### src/rtl/rom_port_arbiter_if.sv
// Bus bundle between the two ROM requesters (IF, DBG), the arbiter and the ROM read port.
// The arbiter owns the slave modport; requesters and the ROM model sit on the master side.
interface rom_port_arbiter_if #(
  parameter int ADDR_WIDTH = 32,
  parameter int DATA_WIDTH = 32
);
  logic                  if_req_i;
  logic [ADDR_WIDTH-1:0] if_addr_i;
  logic                  if_gnt_o;
  logic                  if_rvalid_o;
  logic [DATA_WIDTH-1:0] if_rdata_o;
  logic                  if_err_o;
  logic                  if_rready_i;

  logic                  dbg_req_i;
  logic [ADDR_WIDTH-1:0] dbg_addr_i;
  logic                  dbg_gnt_o;
  logic                  dbg_rvalid_o;
  logic [DATA_WIDTH-1:0] dbg_rdata_o;
  logic                  dbg_err_o;
  logic                  dbg_rready_i;

  logic                  rom_ce_o;
  logic [ADDR_WIDTH-1:0] rom_addr_o;
  logic [DATA_WIDTH-1:0] rom_inst_i;

  modport slave (
    input  if_req_i, if_addr_i, if_rready_i,
    output if_gnt_o, if_rvalid_o, if_rdata_o, if_err_o,
    input  dbg_req_i, dbg_addr_i, dbg_rready_i,
    output dbg_gnt_o, dbg_rvalid_o, dbg_rdata_o, dbg_err_o,
    output rom_ce_o, rom_addr_o,
    input  rom_inst_i
  );

  modport master (
    output if_req_i, if_addr_i, if_rready_i,
    input  if_gnt_o, if_rvalid_o, if_rdata_o, if_err_o,
    output dbg_req_i, dbg_addr_i, dbg_rready_i,
    input  dbg_gnt_o, dbg_rvalid_o, dbg_rdata_o, dbg_err_o,
    input  rom_ce_o, rom_addr_o,
    output rom_inst_i
  );
endinterface

### src/rtl/rom_port_arbiter.sv
// Shares the single-port instruction ROM between IF and DBG with one-deep response buffers.
// Define ROM_ARB_FIXED_PRIO_EN for strict IF priority; otherwise round-robin arbitration.
module rom_port_arbiter #(
  parameter int ADDR_WIDTH     = 32,
  parameter int DATA_WIDTH     = 32,
  parameter int MEM_SIZE_WIDTH = 17
) (
  input logic              clk,
  input logic              rst,
  rom_port_arbiter_if.slave bus
);

  typedef enum logic {EMPTY = 1'b0, FULL = 1'b1} buf_state_t;

  buf_state_t            if_state, if_state_next;
  buf_state_t            dbg_state, dbg_state_next;
  logic                  if_elig, dbg_elig;
  logic                  if_gnt, dbg_gnt;
  logic                  if_drain, dbg_drain;
  logic [DATA_WIDTH-1:0] if_rdata, dbg_rdata;
  logic                  if_err, dbg_err;
  logic [ADDR_WIDTH-1:0] gnt_addr;
  logic                  gnt_err;
  logic [DATA_WIDTH-1:0] load_data;

  function automatic logic addr_bad(input logic [ADDR_WIDTH-1:0] a);
    return (a[1:0] != 2'b00) || ((a >> (MEM_SIZE_WIDTH + 2)) != '0);
  endfunction

  // A full buffer that is drained this cycle can accept a refill in the same cycle.
  assign if_drain  = (if_state == FULL) && bus.if_rready_i;
  assign dbg_drain = (dbg_state == FULL) && bus.dbg_rready_i;
  assign if_elig   = bus.if_req_i && ((if_state == EMPTY) || bus.if_rready_i);
  assign dbg_elig  = bus.dbg_req_i && ((dbg_state == EMPTY) || bus.dbg_rready_i);

`ifndef ROM_ARB_FIXED_PRIO_EN
  logic last;

  // last = 1 means DBG was granted most recently, so IF wins the next tie.
  always_ff @(posedge clk) begin
    if (rst) begin
      last <= 1'b1;
    end else if (if_gnt) begin
      last <= 1'b0;
    end else if (dbg_gnt) begin
      last <= 1'b1;
    end
  end
`endif

  always_comb begin
    if_gnt         = 1'b0;
    dbg_gnt        = 1'b0;
    if_state_next  = if_state;
    dbg_state_next = dbg_state;

    if (!rst) begin
`ifdef ROM_ARB_FIXED_PRIO_EN
      if_gnt  = if_elig;
      dbg_gnt = dbg_elig && !if_elig;
`else
      if (if_elig && dbg_elig) begin
        if_gnt  = last;
        dbg_gnt = !last;
      end else begin
        if_gnt  = if_elig;
        dbg_gnt = dbg_elig;
      end
`endif
    end

    if (if_gnt) begin
      if_state_next = FULL;
    end else if (if_drain) begin
      if_state_next = EMPTY;
    end

    if (dbg_gnt) begin
      dbg_state_next = FULL;
    end else if (dbg_drain) begin
      dbg_state_next = EMPTY;
    end
  end

  assign gnt_addr  = if_gnt  ? bus.if_addr_i :
                     dbg_gnt ? bus.dbg_addr_i : '0;
  assign gnt_err   = addr_bad(gnt_addr);
  // The ROM is still read for an errored grant; only its data is discarded.
  assign load_data = gnt_err ? '0 : bus.rom_inst_i;

  always_ff @(posedge clk) begin
    if (rst) begin
      if_state  <= EMPTY;
      dbg_state <= EMPTY;
      if_rdata  <= '0;
      if_err    <= 1'b0;
      dbg_rdata <= '0;
      dbg_err   <= 1'b0;
    end else begin
      if_state  <= if_state_next;
      dbg_state <= dbg_state_next;

      if (if_gnt) begin
        if_rdata <= load_data;
        if_err   <= gnt_err;
      end else if (if_drain) begin
        if_rdata <= '0;
        if_err   <= 1'b0;
      end

      if (dbg_gnt) begin
        dbg_rdata <= load_data;
        dbg_err   <= gnt_err;
      end else if (dbg_drain) begin
        dbg_rdata <= '0;
        dbg_err   <= 1'b0;
      end
    end
  end

  assign bus.if_gnt_o     = if_gnt;
  assign bus.if_rvalid_o  = (if_state == FULL);
  assign bus.if_rdata_o   = if_rdata;
  assign bus.if_err_o     = if_err;
  assign bus.dbg_gnt_o    = dbg_gnt;
  assign bus.dbg_rvalid_o = (dbg_state == FULL);
  assign bus.dbg_rdata_o  = dbg_rdata;
  assign bus.dbg_err_o    = dbg_err;
  assign bus.rom_ce_o     = if_gnt || dbg_gnt;
  assign bus.rom_addr_o   = gnt_addr;

endmodule
### src/flat_wrapper.sv
// flat-port wrapper written by rule: the top's interface ports become plain ports
module rom_port_arbiter_flat 
#(
  parameter int ADDR_WIDTH     = 32,
  parameter int DATA_WIDTH     = 32,
  parameter int MEM_SIZE_WIDTH = 17
)
  (clk, rst, bus_if_req_i, bus_if_addr_i, bus_if_rready_i, bus_if_gnt_o, bus_if_rvalid_o, bus_if_rdata_o, bus_if_err_o, bus_dbg_req_i, bus_dbg_addr_i, bus_dbg_rready_i, bus_dbg_gnt_o, bus_dbg_rvalid_o, bus_dbg_rdata_o, bus_dbg_err_o, bus_rom_ce_o, bus_rom_addr_o, bus_rom_inst_i);
  rom_port_arbiter_if #(.ADDR_WIDTH(ADDR_WIDTH), .DATA_WIDTH(DATA_WIDTH)) bus_i ();
  input logic clk;
  input logic rst;
  input wire logic [$bits(bus_i.if_req_i)-1:0] bus_if_req_i;
  input wire logic [$bits(bus_i.if_addr_i)-1:0] bus_if_addr_i;
  input wire logic [$bits(bus_i.if_rready_i)-1:0] bus_if_rready_i;
  output wire logic [$bits(bus_i.if_gnt_o)-1:0] bus_if_gnt_o;
  output wire logic [$bits(bus_i.if_rvalid_o)-1:0] bus_if_rvalid_o;
  output wire logic [$bits(bus_i.if_rdata_o)-1:0] bus_if_rdata_o;
  output wire logic [$bits(bus_i.if_err_o)-1:0] bus_if_err_o;
  input wire logic [$bits(bus_i.dbg_req_i)-1:0] bus_dbg_req_i;
  input wire logic [$bits(bus_i.dbg_addr_i)-1:0] bus_dbg_addr_i;
  input wire logic [$bits(bus_i.dbg_rready_i)-1:0] bus_dbg_rready_i;
  output wire logic [$bits(bus_i.dbg_gnt_o)-1:0] bus_dbg_gnt_o;
  output wire logic [$bits(bus_i.dbg_rvalid_o)-1:0] bus_dbg_rvalid_o;
  output wire logic [$bits(bus_i.dbg_rdata_o)-1:0] bus_dbg_rdata_o;
  output wire logic [$bits(bus_i.dbg_err_o)-1:0] bus_dbg_err_o;
  output wire logic [$bits(bus_i.rom_ce_o)-1:0] bus_rom_ce_o;
  output wire logic [$bits(bus_i.rom_addr_o)-1:0] bus_rom_addr_o;
  input wire logic [$bits(bus_i.rom_inst_i)-1:0] bus_rom_inst_i;
  assign bus_i.if_req_i = bus_if_req_i;
  assign bus_i.if_addr_i = bus_if_addr_i;
  assign bus_i.if_rready_i = bus_if_rready_i;
  assign bus_if_gnt_o = bus_i.if_gnt_o;
  assign bus_if_rvalid_o = bus_i.if_rvalid_o;
  assign bus_if_rdata_o = bus_i.if_rdata_o;
  assign bus_if_err_o = bus_i.if_err_o;
  assign bus_i.dbg_req_i = bus_dbg_req_i;
  assign bus_i.dbg_addr_i = bus_dbg_addr_i;
  assign bus_i.dbg_rready_i = bus_dbg_rready_i;
  assign bus_dbg_gnt_o = bus_i.dbg_gnt_o;
  assign bus_dbg_rvalid_o = bus_i.dbg_rvalid_o;
  assign bus_dbg_rdata_o = bus_i.dbg_rdata_o;
  assign bus_dbg_err_o = bus_i.dbg_err_o;
  assign bus_rom_ce_o = bus_i.rom_ce_o;
  assign bus_rom_addr_o = bus_i.rom_addr_o;
  assign bus_i.rom_inst_i = bus_rom_inst_i;
  rom_port_arbiter #(.ADDR_WIDTH(ADDR_WIDTH), .DATA_WIDTH(DATA_WIDTH), .MEM_SIZE_WIDTH(MEM_SIZE_WIDTH)) u_core (.clk(clk), .rst(rst), .bus(bus_i));
endmodule
### config.mk
export PLATFORM = sky130hd
export DESIGN_NAME = rom_port_arbiter_flat
export DESIGN_NICKNAME = d
export VERILOG_FILES = /design/src/rtl/rom_port_arbiter_if.sv /design/src/rtl/rom_port_arbiter.sv /design/src/flat_wrapper.sv
export SDC_FILE = /design/constraint.sdc
export NUM_CORES = 1
export LEC_CHECK = 0
export CAP_MARGIN = 0
export CORE_MARGIN = 8
export CORE_UTILIZATION = 43
export DETAILED_ROUTE_END_ITERATION = 6
export DONT_BUFFER_PORTS = 1
export PLACE_DENSITY_LB_ADDON = 0.15
export SYNTH_ARGS = -nofsm -noshare
export SYNTH_HDL_FRONTEND = slang
export SYNTH_SLANG_ARGS = --single-unit
### constraint.sdc
create_clock -name clk -period 2.03 [get_ports clk]
set_input_delay 0.203 -clock clk [delete_from_list [all_inputs] [get_ports clk]]
set_output_delay 0.203 -clock clk [all_outputs]
set_load 0.1 [all_outputs]
==> impl_metrics.json <==
{
  "ant_nets": 0,
  "r2r_cells": 9,
  "finalHoldViolCount": 0,
  "final_core_util": 0.761,
  "clk_path_buf_depth": 2,
  "ys_warn_count": 0,
  "grt_usage": 0.226,
  "cp.arrival_ns": 1.93,
  "worstSetupPathType": "reg -> out",
  "finalCritPeriodShare": 1.05,
  "period_needed_ns": 2.14,
  "min_path_type": "in -> reg",
  "status": "finished, violations left",
  "routabilityCongestion": 0.846,
  "yosysTopAreaCellShare": 0.477,
  "wirelength_mm": 11.7,
  "synth_seq_cells": 69,
  "cts_tree": "done",
  "drc": 0,
  "hold_path_startpoint": "bus_dbg_rready_i",
  "fp.dieH_um": 98.1,
  "synth_nets": 478,
  "grt-ovfl-total": 0,
  "antenna_found_initial": 1,
  "pwr-share-comb": 0.393,
  "rr_startpoint": "u_core.last",
  "tightest_slew_ns": 0.354,
  "vias_per_cell": 5.39,
  "hpwlAfterDp_mm": 7.93,
  "swShare": 0.408,
  "clk_pin_slew_worst_paths_ns": 0.08,
  "ir_drop_mv": 0.430,
  "rows": 30,
  "cts_sinks": 69,
  "clock_power_share": 0.268,
  "report.final.slew_viol_count": 0,
  "drt_pass1_iterations": 4,
  "ys_types": 26,
  "required_ns": 1.83,
  "p_int_mw": 2.51,
  "die-area_um2": 9610,
  "crit_path_max_fanout": 3,
  "grt_max_degree": 38,
  "numPortBuffers": 0,
  "synth_top_area_cell": "dfxtp_1",
  "worstHoldPathCells": 3,
  "rsz0062_at_grt": "yes",
  "areaGrowthSynthToFinish_pct": 74.5,
  "p_leak_nw": 2.12,
  "grt_pass1_vias": 3308,
  "synthTopCellsByArea": "dfxtp_1 48%, nand2_1 17%, o21ai_1 10%, a22o_1 8.2%, buf_2 2.4%",
  "power_frac_seq": 0.339,
  "switchingPower_mw": 1.72,
  "nFillCells": 463,
  "max_freq_ghz": 0.468,
  "ios": 205,
  "setup_violations": 85,
  "relSlewSlack": 0.764,
  "crit_end": "bus_rom_addr_o[0]",
  "wl_per_cell_um": 19.6,
  "netlist_instances": 376,
  "r2r_end": "u_core.bus.if_rdata_o[4]",
  "die_w_um": 98.1,
  "fp.coreArea_um2": 6640,
  "root_buffer": "clkbuf_8",
  "syn_area_per_cell_um2": 7.70,
  "cts_htree_levels": 3,
  "post-place-ws_ns": -0.0563,
  "critPathCaptureType": "primary output",
  "yosysSeqAreaShare": 0.477,
  "via_count": 3213,
  "fin_worst_skew_ns": 0.00667,
  "cp-startpoint": "u_core.last",
  "clock_latency_ns": 0.34,
  "syn_area_um2": 2900,
  "powerDensity_nw_per_um2": 837,
  "cap_viol_max_count": 0,
  "critPathLaunchType": "register",
  "reg2reg_slack_ns": -0.06,
  "cts_made_buffers": 9,
  "setup_slack_ns": -0.107,
  "drt_iter0_markers": 143,
  "grt_pass1_wl_mm": 17.4,
  "start_util": 0.436,
  "violations": "negative setup slack",
  "final_nets": 612,
  "drive_above_1_share": 0.365
}
[metrics by stage]
stage          hold WS (ns)  power, mW  instance area [um2]  setup TNS [ns]  instances
3_5_place_dp          0.276       2.91                 4100           -1.50        524
6_report             0.0532       4.23                 5050           -3.40        596
3_3_place_gp          0.269       2.90                 4100         -0.0163        524
4_1_cts              0.0315       4.17                 4860           -1.99        587
2_1_floorplan         0.336       2.61                 3210           -6.26        376
5_1_grt              0.0809       4.38                 5050           -9.95        596
[metal layers]
layer / track usage / share of wire / wire length [um]
met5: 0 / 0 / 0
met4: 0.119 / 0.029 / 340
met3: 0.100 / 0.11 / 1240
met2: 0.394 / 0.51 / 5970
met1: 0.221 / 0.35 / 4150
[cells in the final DEF, fill, tap and decap left out, types with 2 or more instances in the layout]
cell           count
a211oi_4           2
a21oi_1            2
a22o_1             3
a22o_4            24
a22oi_1            5
a22oi_2            3
and2_1             3
and2_4             3
buf_12            18
buf_4             87
buf_6              9
buf_8              2
bufbuf_16          2
clkbuf_16          2
clkbuf_8          10
dfxtp_1           66
dfxtp_4            2
dlygate4sd3_1     33
inv_1              3
nand2_1          130
nand2b_4           2
nand3_1            3
nor2_1             4
nor2_4             6
nor2b_1            3
nor2b_4            2
nor4_1             4
o21ai_0            2
o21ai_1           62
o21ai_2            2
[worst min path at each step]
| stage | slack [ns] | endpoint |
|---|---|---|
| 6_report | 0.05 | u_core.bus.dbg_rvalid_o |
| 5_1_grt | 0.08 | u_core.bus.if_rvalid_o |
| 4_1_cts | 0.03 | u_core.bus.dbg_rvalid_o |
| 3_5_place_dp | 0.28 | u_core.bus.dbg_rvalid_o |
| 3_3_place_gp | 0.27 | u_core.bus.dbg_rvalid_o |
| 2_1_floorplan | 0.34 | u_core.bus.dbg_rdata_o[0] |
[worst max-delay path, cell delays in order, from the launching register on]
cell and delay (ns):
dfxtp_2 0.35, and2b_2 0.24, a211oi_4 0.25, buf_4 0.17
buf_6 0.09, a22oi_2 0.06, buf_4 0.15, nor2_4 0.11
buf_12 0.18
[layout make-up]
type                       count  area [um2]  area share
multi-input combinational    273        1730       0.343
antenna                        1        2.50    0.000495
inverter                       3        11.3     0.00223
clock buffer                  11         141      0.0280
tap                           80         100      0.0198
clock inverter                 5        57.6      0.0114
timing repair buffer         154        1620       0.320
sequential                    69        1390       0.275
[synthesized netlist by cell type]
cell	number
and2_0	1
a221o_1	1
nor2_1	10
buf_1	1
and2_1	5
nand3_2	1
a21o_1	1
inv_1	3
a211oi_1	2
and2b_1	1
a32o_1	1
nand3_1	3
a22o_1	27
a22oi_1	8
o21ai_0	6
dfxtp_1	69
nand2_1	130
a211oi_2	1
nand2b_1	2
clkbuf_1	16
o21a_1	1
nor2b_1	5
buf_2	14
nor4_1	4
a21oi_1	3
o21ai_1	60
[kinds of logic (layout without fill, tap and decap cells)]
logic type,Yosys count,count (layout),share of synthesized area
compound gates,111,111,0.243
flops,69,69,0.477
simple gates,162,162,0.229
buf+inv,34,173,0.0501
other cells,0,1,0
[power by group through the flow]
stage	clock network (mW)	registers [mW]	logic [mW]
CTS	1.16	1.43	1.58
global placement	0	1.46	1.44
finish	1.13	1.44	1.66
global route	1.22	1.44	1.72
floorplan	0	1.88	0.732
detailed placement	0	1.47	1.45
[state kept, by name, indices dropped and copies added, names as in the netlist]
name                     flops
u_core.bus.if_rdata_o       32
u_core.last                  1
u_core.bus.dbg_err_o         1
u_core.bus.if_rvalid_o       1
u_core.bus.dbg_rvalid_o      1
u_core.bus.dbg_rdata_o      32
u_core.bus.if_err_o          1
[timing repair]
action	4_1_cts	5_1_grt
endpoints found under the setup margin	98	98
pin swaps	20	10
setup buffers	12	4
hold buffers	33	0
endpoints found under the hold margin	66	0
cloned	3	4
resized for setup	15	20
(Power assumes the default switching activity.)
